**config.mk**
```make
export PLATFORM = sky130hd
export DESIGN_NAME = apmu_pmc_wb_queue
export DESIGN_NICKNAME = d
export VERILOG_FILES = /design/src/rtl/apmu_ibex_pkg.sv /design/src/rtl/apmu_pmc_wbq_fifo.sv /design/src/rtl/apmu_pmc_wb_queue.sv
export SDC_FILE = /design/constraint.sdc
export NUM_CORES = 1
export LEC_CHECK = 0
export BUFFER_PORTS_ARGS = -buffer_cell sky130_fd_sc_hd__buf_2
export CAP_MARGIN = 20
export CORE_MARGIN = 8
export CORE_UTILIZATION = 54
export DETAILED_ROUTE_END_ITERATION = 6
export PLACE_DENSITY = 0.87
export SLEW_MARGIN = 20
export SYNTH_ARGS = -nofsm -noshare
export SYNTH_HDL_FRONTEND = slang
export SYNTH_SLANG_ARGS = --single-unit
```
**constraint.sdc**
```tcl
create_clock -name clk_i -period 2.5 [get_ports clk_i]
set_input_delay 0.125 -clock clk_i [delete_from_list [all_inputs] [get_ports clk_i]]
set_output_delay 0.125 -clock clk_i [all_outputs]
set_load 0.005 [all_outputs]
```
**src/rtl/apmu_ibex_pkg.sv**
```systemverilog
// Shared types and defaults for the APMU Ibex integration, including the PMC writeback queue.
package apmu_ibex_pkg;

  typedef struct packed {
    logic [4:0]  waddr;
    logic [31:0] wdata;
  } pmc_wbq_entry_t;

  localparam int unsigned PMC_WBQ_DEPTH_DEFAULT  = 4;
  localparam int unsigned PMC_WBQ_STARVE_DEFAULT = 8;

endpackage

```
**src/rtl/apmu_pmc_wbq_fifo.sv**
```systemverilog
// Generic power-of-two FIFO for PMC writeback entries; exposes every slot plus a
// per-slot valid mask so the parent can compare all queued destinations at once.
module apmu_pmc_wbq_fifo
  import apmu_ibex_pkg::*;
#(
  parameter int unsigned Depth = PMC_WBQ_DEPTH_DEFAULT
) (
  input  logic                             clk_i,
  input  logic                             rst_ni,
  input  logic                             push_i,
  input  pmc_wbq_entry_t                   push_data_i,
  input  logic                             pop_i,
  output pmc_wbq_entry_t                   head_o,
  output logic                             full_o,
  output logic                             empty_o,
  output pmc_wbq_entry_t [Depth-1:0]       entries_o,
  output logic           [Depth-1:0]       valid_o
);

  localparam int unsigned PtrW = (Depth > 1) ? $clog2(Depth) : 1;

  logic           [PtrW-1:0]  wptr_q, rptr_q;
  logic           [PtrW:0]    count_q;
  pmc_wbq_entry_t [Depth-1:0] mem_q;
  logic                       do_push, do_pop;

  assign full_o  = (count_q == (PtrW+1)'(Depth));
  assign empty_o = (count_q == '0);
  assign do_push = push_i & ~full_o;
  assign do_pop  = pop_i & ~empty_o;

  always_ff @(posedge clk_i) begin
    if (!rst_ni) begin
      wptr_q  <= '0;
      rptr_q  <= '0;
      count_q <= '0;
      mem_q   <= '0;
    end else begin
      if (do_push) begin
        mem_q[wptr_q] <= push_data_i;
        wptr_q        <= wptr_q + 1'b1;
      end
      if (do_pop) begin
        rptr_q <= rptr_q + 1'b1;
      end
      unique case ({do_push, do_pop})
        2'b10:   count_q <= count_q + 1'b1;
        2'b01:   count_q <= count_q - 1'b1;
        default: count_q <= count_q;
      endcase
    end
  end

  assign head_o    = mem_q[rptr_q];
  assign entries_o = mem_q;

  // A slot is live when its distance from the read pointer is below the fill count.
  for (genvar i = 0; i < Depth; i++) begin : g_valid
    logic [PtrW-1:0] off;
    assign off        = PtrW'(i) - rptr_q;
    assign valid_o[i] = ({1'b0, off} < count_q);
  end

endmodule

```
**src/rtl/apmu_pmc_wb_queue.sv**
```systemverilog
// PMC read-result queue feeding the writeback PMC port in otherwise idle writeback cycles.
// Optional same-cycle bypass of an empty queue: define APMU_PMC_WBQ_BYPASS_EN.
module apmu_pmc_wb_queue
  import apmu_ibex_pkg::*;
#(
  parameter int unsigned Depth       = PMC_WBQ_DEPTH_DEFAULT,
  parameter int unsigned StarveLimit = PMC_WBQ_STARVE_DEFAULT
) (
  input  logic        clk_i,
  input  logic        rst_ni,
  input  logic        req_valid_i,
  output logic        req_ready_o,
  input  logic [4:0]  req_waddr_i,
  input  logic [31:0] req_wdata_i,
  input  logic        rf_we_id_i,
  input  logic        rf_we_lsu_i,
  output logic        rf_we_pmc_o,
  output logic [31:0] rf_wdata_pmc_o,
  output logic [4:0]  rf_waddr_pmc_o,
  input  logic [4:0]  hazard_raddr_a_i,
  input  logic [4:0]  hazard_raddr_b_i,
  input  logic [4:0]  hazard_waddr_i,
  output logic        hazard_o,
  output logic        stall_id_o,
  output logic        empty_o
);

  pmc_wbq_entry_t             head, req_entry, last_q, out_entry;
  pmc_wbq_entry_t [Depth-1:0] entries;
  logic           [Depth-1:0] valid;
  logic                       full, empty, slot_free, accept, push, pop, bypass;
  logic           [7:0]       starve_q, starve_d;

  assign req_entry   = '{waddr: req_waddr_i, wdata: req_wdata_i};
  assign req_ready_o = ~full;
  assign empty_o     = empty;
  assign slot_free   = ~rf_we_id_i & ~rf_we_lsu_i;
  assign accept      = req_valid_i & req_ready_o;
  assign pop         = ~empty & slot_free;

`ifdef APMU_PMC_WBQ_BYPASS_EN
  assign bypass = empty & accept & (req_waddr_i != 5'd0) & slot_free;
`else
  assign bypass = 1'b0;
`endif

  // Writes to x0 are accepted but discarded; bypassed requests never occupy a slot.
  assign push = accept & (req_waddr_i != 5'd0) & ~bypass;

  apmu_pmc_wbq_fifo #(
    .Depth (Depth)
  ) u_fifo (
    .clk_i       (clk_i),
    .rst_ni      (rst_ni),
    .push_i      (push),
    .push_data_i (req_entry),
    .pop_i       (pop),
    .head_o      (head),
    .full_o      (full),
    .empty_o     (empty),
    .entries_o   (entries),
    .valid_o     (valid)
  );

  always_comb begin
    out_entry = last_q;
    if (!empty) begin
      out_entry = head;
    end
`ifdef APMU_PMC_WBQ_BYPASS_EN
    else if (bypass) begin
      out_entry = req_entry;
    end
`endif
  end

  assign rf_we_pmc_o    = pop | bypass;
  assign rf_waddr_pmc_o = out_entry.waddr;
  assign rf_wdata_pmc_o = out_entry.wdata;

  function automatic logic addr_hit(input logic [4:0] a, input logic [4:0] ra,
                                    input logic [4:0] rb, input logic [4:0] w);
    return (a != 5'd0) && ((a == ra) || (a == rb) || (a == w));
  endfunction

  always_comb begin
    hazard_o = 1'b0;
    for (int i = 0; i < Depth; i++) begin
      if (valid[i] && addr_hit(entries[i].waddr, hazard_raddr_a_i, hazard_raddr_b_i,
                               hazard_waddr_i)) begin
        hazard_o = 1'b1;
      end
    end
`ifdef APMU_PMC_WBQ_BYPASS_EN
    if (bypass && addr_hit(req_waddr_i, hazard_raddr_a_i, hazard_raddr_b_i, hazard_waddr_i)) begin
      hazard_o = 1'b1;
    end
`endif
  end

  always_comb begin
    starve_d = starve_q;
    if (empty || pop) begin
      starve_d = '0;
    end else if (!slot_free && (starve_q != 8'(StarveLimit))) begin
      starve_d = starve_q + 8'd1;
    end
  end

  assign stall_id_o = (starve_q == 8'(StarveLimit));

  always_ff @(posedge clk_i) begin
    if (!rst_ni) begin
      starve_q <= '0;
      last_q   <= '0;
    end else begin
      starve_q <= starve_d;
      if (rf_we_pmc_o) begin
        last_q <= out_entry;
      end
    end
  end

endmodule

```
== Word-level counts from Yosys, hierarchy flattened ==
Index checks and enable logic that the tools add are counted.

* Add/subtract/negate cells: 9
* Order comparisons: 7
* Eq/ne operators: 17
* Multiplexer cells: 11
* Bitwise gates (word level): 11
* Reduce and logical (&&, ||, !) cells: 28

{| class="wikitable"
|+ Operators with widths
! kind !! number
|-
| $bwmux W148 || 1
|-
| $mux W37 || 3
|-
| $bmux W37 S2 || 1
|-
| $demux W37 S2 || 1
|-
| $eq A5 B5 Y1 || 12
|-
| $reduce_bool A5 Y1 || 5
|-
| $lt A2 B3 Y1 || 4
|-
| $logic_and A1 B1 Y1 || 10
|-
| $logic_or A1 B1 Y1 || 9
|-
| $add A8 B1 Y8 const B || 1
|-
| $eq A8 B4 Y1 const B || 1
|-
| $ne A8 B4 Y1 const B || 1
|-
| $and A1 B1 Y1 || 6
|-
| $lt A2 B3 Y1 const B || 2
|-
| $pmux W3 S2 || 1
|-
| $not A1 Y1 || 5
|-
| $add A2 B1 Y2 const B || 2
|-
| $mux W1 || 4
|-
| $sub A1 B2 Y2 const A || 2
|-
| $sub A2 B2 Y2 const A || 2
|-
| $add A3 B1 Y3 const B || 1
|-
| $eq A3 B3 Y1 const B || 1
|-
| $logic_not A3 Y1 || 1
|-
| $sub A3 B1 Y3 const B || 1
|-
| other kinds (6) || 6
|}

* Flip-flop bits (word level): 200
* Input bits: 57
* Output and inout bits: 42
* Word-level logic and storage cells: 97

== Longest topological paths before layout ==
* Depth after elaboration: 9
* Depth in mapped cells: 11
* Depth with buffers taken out: 9

== By module ==
A second synthesis with hierarchy kept.

* Cell total of the unflattened synthesis: 984
* Area total of the unflattened synthesis: 9811.9 um^2

{| class="wikitable"
|+ Modules (own cells, without submodules)
! module !! times used !! cells each !! area an instance (um^2) !! seq. area each (um^2)
|-
| apmu_pmc_wbq_fifo || 1 || 634 || 6889.1 || 3103.0
|-
| apmu_pmc_wb_queue || 1 || 350 || 2922.8 || 900.9
|}

== Least setup slack after synthesis ==
No wires, ideal clock.

* Path type: input to register
* Start point: input rf_we_id_i
* End point: register u_fifo.count_q[2]
* Setup time: 76 ps
* Data arrival time: 2447 ps
* Data required time: 2424 ps
* Path slack: -22 ps
* Stages: 11
* Path buffers: 2
* Cells stage by stage: or2_2 -> clkbuf_1 -> or2_2 -> inv_1 -> clkbuf_1 -> ha_1 -> inv_1 -> fa_1 -> xor2_1 -> or3_1 -> a21boi_0

* Longest elaborated chain between the ends: 6
* Elaborated cells on any way between the ends: 8
* Classes of those cells: eq/ne: 2; mux: 1; bitwise: 4; reduce/logical: 1

{| class="wikitable"
|+ Ends and longest elaborated chain
! what !! line !! source
|-
| start, declared || apmu_pmc_wb_queue.sv:15 || <nowiki>input logic rf_we_id_i,</nowiki>
|-
| $not A1 Y1 (*) || apmu_pmc_wb_queue.sv:37 || <nowiki>assign slot_free = ~rf_we_id_i & ~rf_we_lsu_i;</nowiki>
|-
| $and A1 B1 Y1 (*) || apmu_pmc_wb_queue.sv:37 ||
|-
| $and A1 B1 Y1 (*) || apmu_pmc_wb_queue.sv:39 || <nowiki>assign pop = ~empty & slot_free;</nowiki>
|-
| via rf_we_pmc_o || apmu_pmc_wb_queue.sv:17 || <nowiki>output logic rf_we_pmc_o,</nowiki>
|-
| $and A1 B1 Y1 (*) || apmu_pmc_wbq_fifo.sv:30 || <nowiki>assign do_pop = pop_i & ~empty_o;</nowiki>
|-
| $eq A2 B1 Y1 / $eq A2 B2 Y1 (equally long branches) || apmu_pmc_wbq_fifo.sv:46 || <nowiki>unique case ({do_push, do_pop})</nowiki>
|-
| $pmux W3 S2 / $reduce_bool A2 Y1 (equally long branches) || - ||
|-
| end signal, assigned || apmu_pmc_wbq_fifo.sv:47 || <nowiki>2'b10: count_q <= count_q + 1'b1;</nowiki>
|-
| end signal, assigned || apmu_pmc_wbq_fifo.sv:48 || <nowiki>2'b01: count_q <= count_q - 1'b1;</nowiki>
|-
| end signal, assigned || apmu_pmc_wbq_fifo.sv:49 || <nowiki>default: count_q <= count_q;</nowiki>
|-
| end, declared || apmu_pmc_wbq_fifo.sv:23 || <nowiki>logic [PtrW:0] count_q;</nowiki>
|}

Mark *: on every way through the listed nets, which the timed path passes. The rest lies on a longest branch.
A chain may end at the register's enable or synchronous reset.

== Worst setup path after layout ==
* Start point: register u_fifo.mem_q, in the netlist u_fifo.entries_o[107]
* End point: output hazard_o

* Longest elaborated chain between the ends: 7
* Elaborated cells on any way between the ends: 10
* Classes of those cells: eq/ne: 3; mux: 2; reduce/logical: 5

{| class="wikitable"
|+ Ends and longest elaborated chain
! what !! line !! source
|-
| start, declared || apmu_pmc_wbq_fifo.sv:24 || <nowiki>pmc_wbq_entry_t [Depth-1:0] mem_q;</nowiki>
|-
| start signal, assigned by index || apmu_pmc_wbq_fifo.sv:40 || <nowiki>mem_q[wptr_q] <= push_data_i;</nowiki>
|-
| $eq A5 B5 Y1 || apmu_pmc_wb_queue.sv:83 || <nowiki>return (a != 5'd0) && ((a == ra) || (a == rb) || (a == w));</nowiki>
|-
| $logic_or A1 B1 Y1 (2 in series) || apmu_pmc_wb_queue.sv:83 ||
|-
| $logic_and A1 B1 Y1 (*) || apmu_pmc_wb_queue.sv:83 ||
|-
| $logic_and A1 B1 Y1 (*) || apmu_pmc_wb_queue.sv:89 || <nowiki>if (valid[i] && addr_hit(entries[i].waddr, hazard_raddr_a_i, hazard_raddr_b_i,</nowiki>
|-
| $mux W1 (*) (2 in series) || apmu_pmc_wb_queue.sv:89 ||
|-
| end, declared || apmu_pmc_wb_queue.sv:23 || <nowiki>output logic hazard_o,</nowiki>
|}

Every way passes the cells marked *; elsewhere a longest branch is shown, timed or not.

==> summary.md <==
| Metric | Value |
|---|---|
| Outcome | `completed` |
| Worst r2r path cells | `9` |
| Routed vias | `approximately 8,000` |
| Critical path fanouts, max | `6` |
| Post-synth cell types | `38` |
| R2R Setup Slk | `0.27 ns` |
| Slew headroom | `about three fifths` |
| Worst Path Arrival | `2.31 ns` |
| Number of CTS-inserted buffers | `17` |
| First-pass DRT Iterations | `5` |
| Final Hold Viols | `0` |
| Final cycle utilization of the critical path | `97.6%` |
| I/O pins | `99` |
| Skew-Pair Late Insertion Delay | `0.44 ns` |
| Post-synth EDFFs | `0` |
| First-pass GRT wire length | `about 40,000 um` |
| Top cells by area, synth | `dfxtp_1 (40%), nand2_1 (14%), a21boi_0 (9.5%), mux4_2 (8.4%), a21boi_1 (4.6%)` |
| Worst setup SP type | `register` |
| Post-Layout Cell Count | `1,438` |
| IO Port Bufs | `98` |
| Die width | `151 um` |
| Reg2Reg Capture Point | `u_fifo.count_q[2]$_SDFFE_PN0P_` |
| Deepest clock path buffer count | `2` |
| GRT met2 Usage | `between 30% and 40%` |
| Post-DP HPWL | `15,400 um` |
| Largest net degree at the start of global routing | `106` |
| Core area | `18,000 um^2` |
| Layout overhead on the synthesized area | `14.9%` |
| Routed vias/inst | `5.59` |
| Remaining DRCs | `0` |
| Total power | `7.80 mW` |
| Ys async rst share | `0%` |
| Initial DRC count | `611` |
| CTS tree | `done` |
| Avg WL per Cell | `roughly 17 um` |
| Final setup viols | `0` |
| Seq/Total Area, Yosys | `roughly two fifths` |
| Hold Path Stages | `3` |
| GPL Wtd Cong | `roughly 0.98` |
| Pwr per Cell Area | `between 600 and 700 nW/um^2` |
| Die area | `22,900 um^2` |
| Routing usage on met1 | `26.1%` |
| Die height | `151 um` |
| Root buf cell | `clkbuf_16` |
| Syn Area/Cell | `8.89 um^2` |
| Antenna cells | `0` |
| CTS sink count | `200` |
| M3 GR Usage | `4.54%` |
| Post-route ant nets | `0` |
| Post-synthesis cell type with the largest combined area | `dfxtp_1` |
| Share of cells above drive strength 1 | `19.8%` |
| Grt peak-use layer | `met2` |
| Overflow after GRT | `0` |
| Final WS setup | `0.0612 ns` |
| Yosys warning total | `0` |
| Max Fclk | `0.410 GHz` |
| Post-synth top area share | `40.4%` |
| Count of max-cap constraint violations | `0` |
| CP endpoint kind | `output port` |
| Final Max Slew Viols | `0` |
| Final Critical Period | `~2.4 ns` |
| Total wire length | `24,400 um` |
| Crit path from | `u_fifo.entries_o[107]$_SDFFE_PN0P_` |
| Global Route Usage Sum | `21.8%` |
| Post-synthesis cell count | `1,115` |
| Worst setup path end | `hazard_o` |
| Slew @ Worst Pin | `approximately 0.58 ns` |
| R2R Path Start | `u_fifo.count_q[1]$_SDFFE_PN0P_` |
| Syn nets | `between 1,000 and 1,500` |
| Initial Util | `55.2%` |
| Crit Path Category | `register to output port` |
| Worst path required time | `2.38 ns` |
| Leakage | `4.30 nW` |
| Initial antenna violation count | `0` |
| Yosys reg bits | `200` |
| DP Cell Count | `around 1,400` |
| Num rows | `49` |
| Final Skew | `0.00794 ns` |
| Worst Hold Class | `input port to register` |
| H-tree Lvls | `4` |
| Vias in the first global route | `approximately 8,000` |
| Final nets | `roughly 1,300` |
| Top_reg_cell synth | `dfxtp_1` |
| DP Worst Slack | `around 0.095 ns` |
| Clock slew at reported path FFs | `0.07 ns` |
| Max rail drop VDD | `0.516 mV` |
| Post-Syn Area | `~9900 um^2` |
## synth_stat cells (all sizes together), types with 4 or more instances
cell type	instances
nor2	11
nand2	379
buf	46
mux2	37
or4	6
inv	13
nor3	13
o21ai	4
mux4	37
xnor2	26
a21boi	186
dfxtp	200
clkbuf	47
xor2	45
a21oi	8
nand3	12
and2	9
o22ai	4
ha	11
## worst min path at each step
stage / from / endpoint / slack [ns]
after global routing: rst_ni / u_fifo.entries_o[32]$_SDFFE_PN0P_ / 0.11
after floorplan: req_wdata_i[0] / u_fifo.entries_o[0]$_SDFFE_PN0P_ / 0.26
after CTS: rf_we_id_i / starve_q[1]$_SDFFE_PP0P_ / 0.07
final: rf_we_id_i / starve_q[1]$_SDFFE_PP0P_ / 0.07
after global placement: req_wdata_i[12] / u_fifo.entries_o[123]$_SDFFE_PN0P_ / 0.40
after detailed placement: req_wdata_i[8] / u_fifo.entries_o[8]$_SDFFE_PN0P_ / 0.40
## state kept, by name, summed over array words and instances (netlist names)
signal            flops
u_fifo.rptr_q         2
u_fifo.wptr_q         2
u_fifo.entries_o    148
starve_q              8
u_fifo.count_q        3
last_q               37
## layer usage
metal,up-vias,wire [um],share of wire [%]
li1,3868,-,-
met1,3861,10100,41
met2,265,12300,50
met3,42,1580,6.5
met4,0,483,2.0
met5,-,0,0
## through the flow
stage               util [%]  hold WS [ns]   TNS, ns  cell area, um^2
floorplan                  -         0.260         0             9910
global route            63.4         0.114  -0.00506            11400
global placement        57.9         0.400         0            10400
finish                  63.4        0.0736         0            11400
CTS                     63.2        0.0667         0            11400
detailed placement      57.9         0.402         0            10400
## power breakdown
part / switching [mW] / total (mW) / internal [mW] / leakage (nW)
logic: 0.907 / 1.63 / 0.719 / 2.40
clock network: 1.23 / 2.71 / 1.48 / 0.275
registers: 0.118 / 3.46 / 3.35 / 1.62
## repair_timing
| item | 4_1_cts | 5_1_grt |
|---|---|---|
| resized for setup | 1 | 10 |
| setup endpoints to repair | 1 | 2 |
| hold buffers | 38 | 0 |
| pin swaps | 0 | 3 |
| endpoints found under the hold margin | 144 | 0 |
| setup buffers | 0 | 0 |
## cells by family after synthesis
kind of cell	count (synthesis)	synth area share, %
flip-flops	200	40.4
XOR/XNOR	71	6.28
multiplexers	74	12.6
buffers and inverters	106	5.40
adder cells (fa/ha/maj)	12	1.59
AO/OA/AOI/OAI	208	15.4
AND/OR/NAND/NOR	444	18.3
## cells in the final DEF (no fill, tap or decap), types with 12 or more instances in the layout
master / Yosys / routed
a21boi_1: 61 / 62
a21boi_0: 125 / 124
xor2_1: 45 / 45
dfxtp_1: 200 / 196
xnor2_1: 26 / 25
nand2_1: 375 / 375
clkbuf_16: 0 / 17
mux2_2: 37 / 37
nand3_1: 12 / 12
inv_1: 13 / 13
buf_4: 12 / 17
dlygate4sd3_1: 0 / 38
buf_2: 20 / 97
nor3_1: 13 / 12
mux4_2: 37 / 37
## worst max-delay path: stages, from the launching register on
cell and delay (ns):
dfxtp_1 0.42, or4_1 0.55, o22ai_1 0.20, a21oi_1 0.05
or4_1 0.52, buf_2 0.14
## layout make-up
type	count	area [um^2]
Multi-Input combinational cell	809	5400
Fill cell	1438	6570
Timing Repair Buffer	156	1070
Inverter	13	48.8
Tap cell	229	287
Sequential cell	200	4010
Clock inverter	13	148
Clock buffer	18	429
No activity file was read; power rests on OpenSTA's default activity.
